`config.mk`:
```
export PLATFORM = sky130hd
export DESIGN_NAME = step_accum_pdu
export DESIGN_NICKNAME = d
export VERILOG_FILES = /design/src/rtl/step_accum_pdu.sv
export SDC_FILE = /design/constraint.sdc
export NUM_CORES = 1
export LEC_CHECK = 0
export CORE_AREA = 2 2 59 61
export DETAILED_ROUTE_END_ITERATION = 10
export DIE_AREA = 0 0 61 63
export PLACE_DENSITY = 0.73
export SLEW_MARGIN = 20
export SYNTH_ARGS = -nofsm -noshare
export SYNTH_HDL_FRONTEND = slang
export SYNTH_SLANG_ARGS = --single-unit
```
`constraint.sdc`:
```
create_clock -name clk -period 2.1 [get_ports clk]
set_input_delay 0.63 -clock clk [delete_from_list [all_inputs] [get_ports clk]]
set_output_delay 0.63 -clock clk [all_outputs]
set_load 0.01 [all_outputs]
```
`src/rtl/step_accum_pdu.sv`:
```
// Board wrapper: switch words are latched on a synced valid edge and summed into
// an 8-bit accumulator on each step/run tick; internal state is scanned onto a hex digit bus.
module step_accum_pdu #(
    parameter int SCAN_DIV = 1
) (
    input  logic       clk,
    input  logic [7:0] sw,
    input  logic       button,
    output logic [2:0] an,
    output logic [3:0] seg,
    output logic [7:0] led
);
    localparam int SW = (SCAN_DIV > 1) ? $clog2(SCAN_DIV) : 1;

    logic       rst_n, run, valid;
    logic [4:0] din;
    assign rst_n = sw[7];
    assign run   = sw[6];
    assign valid = sw[5];
    assign din   = sw[4:0];

    // [0],[1] synchroniser stages, [2] previous synced level for edge detect
    logic [2:0] btn_sync, vld_sync;
    logic       step_p, valid_p;
    logic       tick;

    logic [7:0] acc, cnt;
    logic [4:0] in_reg;
    logic       pend;

    logic [SW-1:0] scan_cnt;
    logic [31:0]   disp;

    assign tick = run | step_p;

    always_ff @(posedge clk) begin
        if (!rst_n) begin
            btn_sync <= '0;
            vld_sync <= '0;
            step_p   <= 1'b0;
            valid_p  <= 1'b0;
        end else begin
            btn_sync <= {btn_sync[1:0], button};
            vld_sync <= {vld_sync[1:0], valid};
            step_p   <= btn_sync[1] & ~btn_sync[2];
            valid_p  <= vld_sync[1] & ~vld_sync[2];
        end
    end

    // A new word landing on the same tick that consumes the old one keeps pend set.
    always_ff @(posedge clk) begin
        if (!rst_n) begin
            acc    <= '0;
            cnt    <= '0;
            in_reg <= '0;
            pend   <= 1'b0;
        end else begin
            if (tick && pend) begin
                acc  <= acc + {3'b000, in_reg};
                cnt  <= cnt + 8'd1;
                pend <= 1'b0;
            end
            if (valid_p) begin
                in_reg <= din;
                pend   <= 1'b1;
            end
        end
    end

    always_ff @(posedge clk) begin
        if (!rst_n) begin
            scan_cnt <= '0;
            an       <= '0;
        end else if (scan_cnt == SW'(SCAN_DIV - 1)) begin
            scan_cnt <= '0;
            an       <= an + 3'd1;
        end else begin
            scan_cnt <= scan_cnt + SW'(1);
        end
    end

    assign disp = {cnt, 3'b000, in_reg, 7'b0000000, pend, acc};
    assign seg  = disp[{an, 2'b00} +: 4];
    assign led  = acc;
endmodule

```
==> qor.yml, run 1 <==
drt:
  num_vias: 1380
  viasPerCell: 5.23
  first_iter_violations: 67
  ant_nets: 0
  routed_wl_microns: 3500
  dr_wl_met2_microns: 1720
  drc: 0
  wire_per_inst_microns: 13.2
  firstDrtPassIters: 4
  top_layer: "met4"
  wl_met3_microns: 202
  drt-met1-wl_microns: 1530
outcome:
  status: "finished, violations left"
  violations: "setup timing"
synthesis:
  synth_cell_types: 41
  dominantRegCellSynth: "dfxtp_1"
  syn_inst: 172
  syn_nets: 190
  async_flop_share_pct: 0
  synth_edf_count: 0
  syn_area_sq_mm: 0.00160
  yosysWarnings: 0
  ys_ff_latch: 34
  avgSynthCellArea_sq_um: 9.30
  yosysSeqAreaShare_pct: 42.5
timing:
  finalCritPeriodShare_pct: 106
  finalSetupViolCount: 1
  max_freq_ghz: 0.450
  min_period_ns: 2.22
  grt_setup_unrepaired: "true"
  slew_viol_final: 0
  skew_ns: 0.0133
  whs_ns: 0.386
  worst_slack_ns: -0.120
  slew_headroom_pct: 54.1
  hold_viol: 0
  worstMarginPinSlew_ns: 0.684
power_and_ir_drop:
  power.density_mw_per_mm2: 586
  p_int_w: 0.000952
  power.share.clock_pct: 36.2
  pwr-share-comb_pct: 9.1
  vdd_drop_max_uv: 378
  pwr-share-seq_pct: 54.6
  switching_share_pct: 22.7
  leakage_nw: 0.858
  switching_power_w: 0.000279
setup_path:
  regToRegStartpoint: "in_reg[0]$_SDFFE_PN0P_"
  reg2reg_to: "led[4]$_SDFFE_PN0P_"
  worstPathRequired_ns: 1.47
  cp_top_family: "multiplexers"
  slowest_stage: "mux4_2"
  cpPeakStageDelay_ns: 0.49
  cp_cell_sequence: "mux4_2, mux2_4, buf_6"
  worst-setup-path-type: "reg -> out"
  endpoint_kind: "primary output"
  worstPathArrival_ns: 1.59
  reg2reg_slack_ns: 0.30
  r2r_cells: 8
  crit_path_max_fanout: 2
  cp.depth: 3
  crit_buf_inv: 1
  startpoint_type: "register"
global_routing:
  grt_pass1_vias: 1313
  groute.usage.overall_pct: 21.0
  grt_pass1_wl_microns: 5940
  grt_max_degree: 14
  grt_overflow_total: 0
  antenna_found_initial: 0
floorplanning:
  die-area_sq_mm: 0.00384
  rows: 21
  die_y_microns: 63
  start_util_pct: 49.5
  core-area_sq_mm: 0.00323
  die_w_microns: 61
  ioPinCount: 25
clock_network:
  cts_hold_buf: 0
  tritoncts: "yes"
  cts_buffer_depth: 2
  cts_buffers: 5
  clk_pin_slew_ns: 0.11
  worstSkewPairLatency_ns: 0.34
  cts_root_buffer: "clkbuf_4"
  cts.sinks: 34
  h-tree-depth: 2
hold_path:
  hold_path_depth: 1
  hp-start: "vld_sync[2]$_SDFF_PN0_"
  hold_end: "valid_p$_SDFF_PN0_"
  hold_path.class: "reg -> reg"
cells_and_area:
  fin_area_sq_mm: 0.00210
  multiInputGateArea_sq_um: 873
  nFillCells: 290
  antenna_cells: 0
  regArea_sq_um: 683
  nNetsFinal: 235
  drive_gt1_share_pct: 18.8
  area_delta_synth_final_pct: 31.2
placement:
  place.gp.congestion: 0.866
  place_area_sq_mm: 0.00201
  dpl.hpwl_microns: 2730
  numPortBuffers: 24
flow_run:
  drv_cap: 0
## routing by layer
layer  global-route usage, %  up-vias
met1                    25.0      642
li1                        -      698
met2                    34.5       34
met3                    7.04        6
met4                    7.07        0
met5                       0        -
## kinds of logic after synthesis
kind of cell             count (synthesis)  synth area share [%]
AO/OA/AOI/OAI                           32                  13.4
XOR/XNOR                                 9                  4.93
adder cells (fa/ha/maj)                  8                  6.72
buffers and inverters                   12                  3.13
flip-flops                              34                  42.5
multiplexers                            14                  9.77
other                                    1                 0.234
AND/OR/NAND/NOR                         62                  19.3
## power by group through the flow
| stage | logic, W | registers (W) | clock network [W] |
|---|---|---|---|
| 2_1_floorplan | 0.0000509 | 0.000686 | 0 |
| 3_5_place_dp | 0.000106 | 0.000687 | 0 |
| 3_3_place_gp | 0.000104 | 0.000685 | 0 |
| 6_report | 0.000113 | 0.000673 | 0.000446 |
| 4_1_cts | 0.000113 | 0.000673 | 0.000461 |
| 5_1_grt | 0.000124 | 0.000675 | 0.000487 |
## worst max-delay path by stage
| stage | slack, ns | endpoint | start |
|---|---|---|---|
| 6_report | -0.12 | seg[0] | an[1]$_SDFFE_PN0N_ |
| 5_1_grt | -0.16 | seg[0] | an[1]$_SDFFE_PN0N_ |
| 4_1_cts | -0.14 | seg[0] | an[1]$_SDFFE_PN0N_ |
| 3_5_place_dp | -0.13 | seg[0] | an[1]$_SDFFE_PN0N_ |
| 3_3_place_gp | -0.09 | seg[0] | an[1]$_SDFFE_PN0N_ |
| 2_1_floorplan | 0.26 | seg[0] | an[1]$_SDFFE_PN0N_ |
## final cells by class
cell class / instances / area share, %
clock buffer: 8 / 3.75
tap: 46 / 2.74
sequential: 34 / 32.5
multi-input combinational: 126 / 41.6
timing repair buffer: 45 / 18.5
inverter: 5 / 0.894
## cells in the final DEF, fill, tap and decap left out, types with 4 or more instances in the layout
cell type / instances
dfxtp_1: 32
nor2_1: 22
clkdlybuf4s50_1: 20
buf_4: 20
mux2i_1: 10
nand2_1: 9
a21oi_1: 8
ha_1: 7
nand3_1: 6
xor2_1: 6
and2_1: 6
o21ai_1: 5
o21ai_0: 5
clkbuf_4: 5
inv_1: 4
nand4_1: 4
## what timing repair did
item	CTS	global route
cloned	0	0
gates resized for setup	21	0
setup endpoints to repair	6	5
setup buffers	2	0
pin swaps	6	2
## stage by stage
| step | instances | power (W) | utilization (%) | TNS [ns] | setup slack (ns) |
|---|---|---|---|---|---|
| floorplan | 172 | 0.000737 | - | 0 | 0.258 |
| global placement | 254 | 0.000789 | 62.2 | -0.184 | -0.0893 |
| detailed placement | 254 | 0.000793 | 62.2 | -0.383 | -0.133 |
| CTS | 264 | 0.00125 | 65.0 | -0.176 | -0.141 |
| global route | 264 | 0.00129 | 65.0 | -0.365 | -0.160 |
| finish | 264 | 0.00123 | 65.0 | -0.120 | -0.120 |
## cells in the mapped netlist (all sizes together) (2+ instances only)
master	number	area share [%]
and2	6	2.3
mux2i	10	6.3
nor2	22	5.2
a211oi	2	0.94
inv	4	0.94
mux2	3	2.1
or3	3	1.2
xor2	6	3.3
buf	2	0.78
xnor2	3	1.6
nor2b	3	1.2
clkbuf	5	1.2
a21oi	8	2.5
nand2b	2	0.78
o211ai	2	0.94
and3	2	0.78
dfxtp	34	43
o21ai	10	3.1
nand3	7	2.5
nand2	9	2.1
ha	7	5.5
a22o	3	1.6
nand4	4	1.6
Power figures use the tool's default switching activity.
==> run 2: changes to the inputs <==
--- a/config.mk
+++ b/config.mk
@@ -6,6 +6,7 @@
 export NUM_CORES = 1
 export LEC_CHECK = 0
 export CORE_AREA = 2 2 59 61
+export CTS_BUF_LIST = sky130_fd_sc_hd__clkbuf_16
 export DETAILED_ROUTE_END_ITERATION = 10
 export DIE_AREA = 0 0 61 63
 export PLACE_DENSITY = 0.73
==> qor.yml, run 2 (synthesis gave the netlist of run 1 again) <==
cells_and_area:
  area_delta_synth_final_pct: 37.7
  layout_common_cells: "dfxtp_1 (32), nor2_1 (22), buf_4 (21), clkdlybuf4s50_1 (20)"
  stdcell_count: 267
  nNetsFinal: 238
  drive_gt1_share_pct: 19.5
  layout_commonest_cell: "dfxtp_1"
  antenna_cells: 0
placement:
  dp.cells: 254
  numPortBuffers: 24
  dpl.hpwl_microns: 2730
  place.gp.congestion: 0.866
setup_path:
  worstPathRequired_ns: 1.47
  reg2reg_to: "led[6]$_SDFFE_PN0P_"
  worstPathArrival_ns: 1.51
  worst-setup-path-type: "reg -> out"
  startpoint_type: "register"
  startpoint: "an[1]$_SDFFE_PN0N_"
  regToRegStartpoint: "in_reg[0]$_SDFFE_PN0P_"
  r2r_cells: 8
  crit_path_max_fanout: 4
  reg2reg_slack_ns: 0.31
  endpoint_kind: "primary output"
clock_network:
  cts.sinks: 34
  worstSkewPairLatency_ns: 0.28
  cts_buffers: 5
  clk_pin_slew_ns: 0.05
  cts_hold_buf: 0
  cts_buffer_depth: 2
  h-tree-depth: 2
  cts_root_buffer: "clkbuf_16"
  tritoncts: "yes"
floorplanning:
  die-area_sq_mm: 0.00384
  core-area_sq_mm: 0.00323
  start_util_pct: 49.5
  die_w_microns: 61
  rows: 21
  die_y_microns: 63
  ioPinCount: 25
timing:
  worst_slack_ns: -0.0383
  finalCritPeriodShare_pct: 102
  worstMarginPinSlew_ns: 0.710
  finalSetupViolCount: 2
  grt_setup_unrepaired: "true"
  min_period_ns: 2.14
  hold_viol: 0
  max_freq_ghz: 0.468
  skew_ns: 0.00430
  slew_headroom_pct: 52.3
  whs_ns: 0.385
  slew_viol_final: 0
drt:
  ant_nets: 0
  viasPerCell: 5.25
  firstDrtPassIters: 4
  first_iter_violations: 51
  wire_per_inst_microns: 13.9
  drc: 0
  routed_wl_microns: 3710
  num_vias: 1402
hold_path:
  hp-start: "vld_sync[2]$_SDFF_PN0_"
  hold_end: "valid_p$_SDFF_PN0_"
  hold_path_depth: 1
  hold_path.class: "reg -> reg"
power_and_ir_drop:
  leakage_nw: 0.901
  vdd_drop_max_uv: 601
  power.density_mw_per_mm2: 675
outcome:
  status: "finished, violations left"
  violations: "setup timing"
global_routing:
  grt_max_degree: 14
  antenna_found_initial: 0
  grt_pass1_wl_microns: 6310
  groute.usage.overall_pct: 22.3
  grt_overflow_total: 0
  grt_pass1_vias: 1366
flow_run:
  drv_cap: 0
run 2: cell count changes in the layout (fill, tap and decap cells not counted), sizes merged:
cell / previous run / this run
buf: 25 / 28
clkbuf: 8 / 5
clkinv: 1 / 4
run 2: report_power, final:
part	internal, W	switching (W)
registers	0.000661	0.0000133
logic	0.0000757	0.0000533
clock network	0.000426	0.000259
run 2: routing by layer:
layer / global-route usage (%) / share of wire [%] / wire (microns) / up-vias
met2: 38.7 / 51 / 1890 / 27
li1: - / - / - / 705
met1: 26.4 / 45 / 1660 / 666
met5: 0 / 0 / 0 / -
met3: 6.21 / 3.3 / 121 / 4
met4: 5.71 / 1.0 / 38 / 0
run 2: area by class of cell:
class	count	area, sq um
fillers	261	1030
inverters	5	18.8
flip-flops and latches	34	683
well taps	46	57.6
multi-input cells	126	881
clock buffers	5	125
repair buffers	48	427
clock inverters	3	11.3
run 2: worst max path at each step:
stage                  end  slack, ns  depth (start not counted)
finish              seg[0]      -0.04                          6
global route        seg[0]      -0.08                          6
CTS                 seg[0]      -0.05                          3
detailed placement  seg[0]      -0.13                          3
global placement    seg[0]      -0.09                          3
floorplan           seg[0]       0.26                          4
run 2: timing repair:
item / 4_1_cts / 5_1_grt
endpoints found under the hold margin: 0 / 0
pin swaps: 5 / 2
setup buffers: 5 / 0
endpoints found under the setup margin: 4 / 4
gates resized for setup: 21 / 3
run 2: critical path: stages, from the launching register on:
cell	delay, ns
dfxtp_2	0.34
buf_6	0.12
buf_6	0.09
mux2i_1	0.18
o22ai_1	0.10
mux2_4	0.28
buf_6	0.12
run 2: per-stage QoR:
stage	setup slack (ns)	setup TNS, ns	power, W	instance area [sq um]	utilization, %
5_1_grt	-0.0791	-0.204	0.00154	2200	68.2
3_5_place_dp	-0.133	-0.383	0.000793	2010	62.2
3_3_place_gp	-0.0893	-0.184	0.000789	2010	62.2
2_1_floorplan	0.258	0	0.000737	1600	-
4_1_cts	-0.0509	-0.0516	0.00149	2190	67.8
6_report	-0.0383	-0.0521	0.00149	2200	68.2
==> edit: new RTL, flow settings as in run 1 <==
Register the inputs `sw` and `button` before use, without a reset. The logic sees them one clock later.
--- a/src/rtl/step_accum_pdu.sv
+++ b/src/rtl/step_accum_pdu.sv
@@ -12,12 +12,20 @@
 );
     localparam int SW = (SCAN_DIV > 1) ? $clog2(SCAN_DIV) : 1;
 
+    logic [7:0] sw_q;
+    logic button_q;
+
+    always_ff @(posedge clk) begin
+        sw_q     <= sw;
+        button_q <= button;
+    end
+
     logic       rst_n, run, valid;
     logic [4:0] din;
-    assign rst_n = sw[7];
-    assign run   = sw[6];
-    assign valid = sw[5];
-    assign din   = sw[4:0];
+    assign rst_n = sw_q[7];
+    assign run   = sw_q[6];
+    assign valid = sw_q[5];
+    assign din   = sw_q[4:0];
 
     // [0],[1] synchroniser stages, [2] previous synced level for edge detect
     logic [2:0] btn_sync, vld_sync;
@@ -40,7 +48,7 @@
             step_p   <= 1'b0;
             valid_p  <= 1'b0;
         end else begin
-            btn_sync <= {btn_sync[1:0], button};
+            btn_sync <= {btn_sync[1:0], button_q};
             vld_sync <= {vld_sync[1:0], valid};
             step_p   <= btn_sync[1] & ~btn_sync[2];
             valid_p  <= vld_sync[1] & ~vld_sync[2];
Behaviour: not the same (a bounded check fails within 4 cycles, from zero or initial values).
==> edit against run 1 <==
The run still ends with setup timing left; total power grew 18%; synthesized cell count grew 7.0%; sequential cell count grew 9; worst setup slack lost 0.024 ns; global-route usage grew 1.3 points; synthesized area grew 12%; final area grew 8.0%; wire length grew 6.4%; critical endpoint unchanged; largest power group unchanged.
==> edit: results (changes against run 1) <==
[layout]
nNetsFinal = 244  ; was 235
drive_gt1_share_pct = 17.26  ; was 18.81%
fillers = 247  ; was 290
instances_no_fill = 272  ; was 264
antenna_cells = 0  ; unchanged

[clock_tree]
clock_latency_ns = 0.35
numCtsBuffers = 5  ; unchanged
htreeDepth = 2  ; unchanged
clockBufferDepth = 2  ; unchanged
cts_root_buf = clkbuf_4  ; unchanged
clk_transition_reported_paths_ns = 0.12

[place]
dp_hpwl_mm = 2.787  ; was 2.732 mm
place_inst = 261  ; was 254
portBuffers = 24  ; unchanged
post_dp_cell_area_mm2 = 0.002160  ; was 0.002009 mm²
gp_congestion = 0.8550  ; was 0.8664

[worst_setup_path]
critPathMaxFanout = 3  ; was 2
critical_path_arrival_ns = 1.61  ; was 1.59 ns

[run_status]
violations = setup timing  ; unchanged
status = finished with violations  ; unchanged

[global_route]
grt_pass1_vias = 1361  ; was 1,313
grt_pass1_wl_mm = 6.334  ; was 5.940 mm
grt_max_degree = 17  ; was 14
grt_antenna_before_repair = 0  ; unchanged
grt_usage_pct = 22.34  ; was 21.00%

[drt]
drt_iter0_markers = 87  ; was 67
drt_pre_antenna_iters = 4  ; unchanged
vias_per_cell = 5.331  ; was 5.227
routed_wl_mm = 3.720  ; was 3.497 mm

[timing]
fin_skew_ns = 0.007445  ; was 0.01334 ns
finalSetupViolCount = 3  ; was 1
relSlewSlack_pct = 63.05  ; was 54.06%
fin_ws_ns = -0.1447  ; was -0.1204 ns

[synthesis]
synth_ff_type = dfxtp_1  ; unchanged
synthTopCellsByArea = dfxtp_1, mux2i_1, ha_1  ; unchanged
synth-async-reset-ratio_pct = 0  ; unchanged
ys_seq_area_share_pct = 48.01  ; was 42.53%
synth_area_per_cell_um2 = 9.744  ; was 9.304 µm²
synth_nets = 202  ; was 190
ys_warn_count = 0  ; unchanged
yosysUniqueCellTypes = 39  ; was 41
synthTopCellsByCount = dfxtp_1, nor2_1, mux2i_1, o21ai_0, a21oi_1  ; was dfxtp_1, nor2_1, mux2i_1

[power]
p_leak_nw = 0.9191  ; was 0.8576 nW
vdd_drop_max_mv = 0.5030  ; was 0.3783 mV

[min_path]
hold_path_class = reg2reg  ; unchanged

[edit: changes by cell type after synthesis, sizes merged, moves of 2 or more]
| cell | run 1 | this run |
|---|---|---|
| buf | 2 | 4 |
| dfxtp | 34 | 43 |
| nor3 | 1 | 3 |
| o21ai | 10 | 12 |
| xor2 | 6 | 4 |
[edit: worst max-delay path: stages, from the launching register on]
cell     delay (ns)
dfxtp_4        0.38
mux4_2         0.49
mux2_4         0.28
buf_6          0.12
[edit: logic make-up (layout without fill, tap and decap cells)]
group                    after synthesis  in the layout  share of synthesized area (%)
AO/OA/AOI/OAI                         33             33                          12.00
XOR/XNOR                               8              8                          3.907
adder cells (fa/ha/maj)                8              8                          6.001
buffers and inverters                 13             55                          3.489
flip-flops                            43             43                          48.01
multiplexers                          14             14                          8.723
other                                  1              1                         0.2092
AND/OR/NAND/NOR                       64             64                          17.66
[edit: repair_timing]
| action | 4_1_cts | 5_1_grt |
|---|---|---|
| endpoints found under the setup margin | 5 | 6 |
| endpoints found under the hold margin | 0 | 0 |
| cloned | 1 | 0 |
| gates resized for setup | 24 | 5 |
| buffers inserted | 3 | 0 |
[edit: worst paths after layout]
| path | start | end | slack, ns | cells after the start |
|---|---|---|---|---|
| hold / removal | btn_sync[2] | step_p | 0.39 | 1 |
| hold reg to reg | btn_sync[2] | step_p | 0.39 | 1 |
| setup reg to reg | led[0] | led[4] | 0.29 | 8 |
| setup / recovery | an[1] | seg[0] | -0.14 | 3 |
[edit: per-stage QoR]
step | TNS [ns] | worst slack, ns
floorplan | 0 | 0.2638
global placement | -0.1095 | -0.09683
detailed placement | -0.2483 | -0.1061
CTS | -0.1898 | -0.1614
global route | -0.4370 | -0.1990
finish | -0.1637 | -0.1447
[edit: layer usage]
metal	share of wire (%)	GRT usage [%]
met5	0	0
met4	2.3	8.424
met3	5.2	5.590
met2	48	34.41
met1	45	29.69
[edit: where the power goes]
part	total [mW]	internal, mW	switching, mW
registers	0.855	0.839	0.0167
clock network	0.488	0.245	0.243
logic	0.110	0.0615	0.0483
[edit: area by class of cell]
cell class / instances / area, µm² / area share (%)
well taps: 46 / 57.56 / 2.537
clock inverters: 1 / 30.03 / 1.324
clock buffers: 6 / 41.29 / 1.820
inverters: 5 / 18.77 / 0.8274
repair buffers: 43 / 372.9 / 16.44
flip-flops and latches: 43 / 868.3 / 38.28
multi-input cells: 128 / 879.6 / 38.78
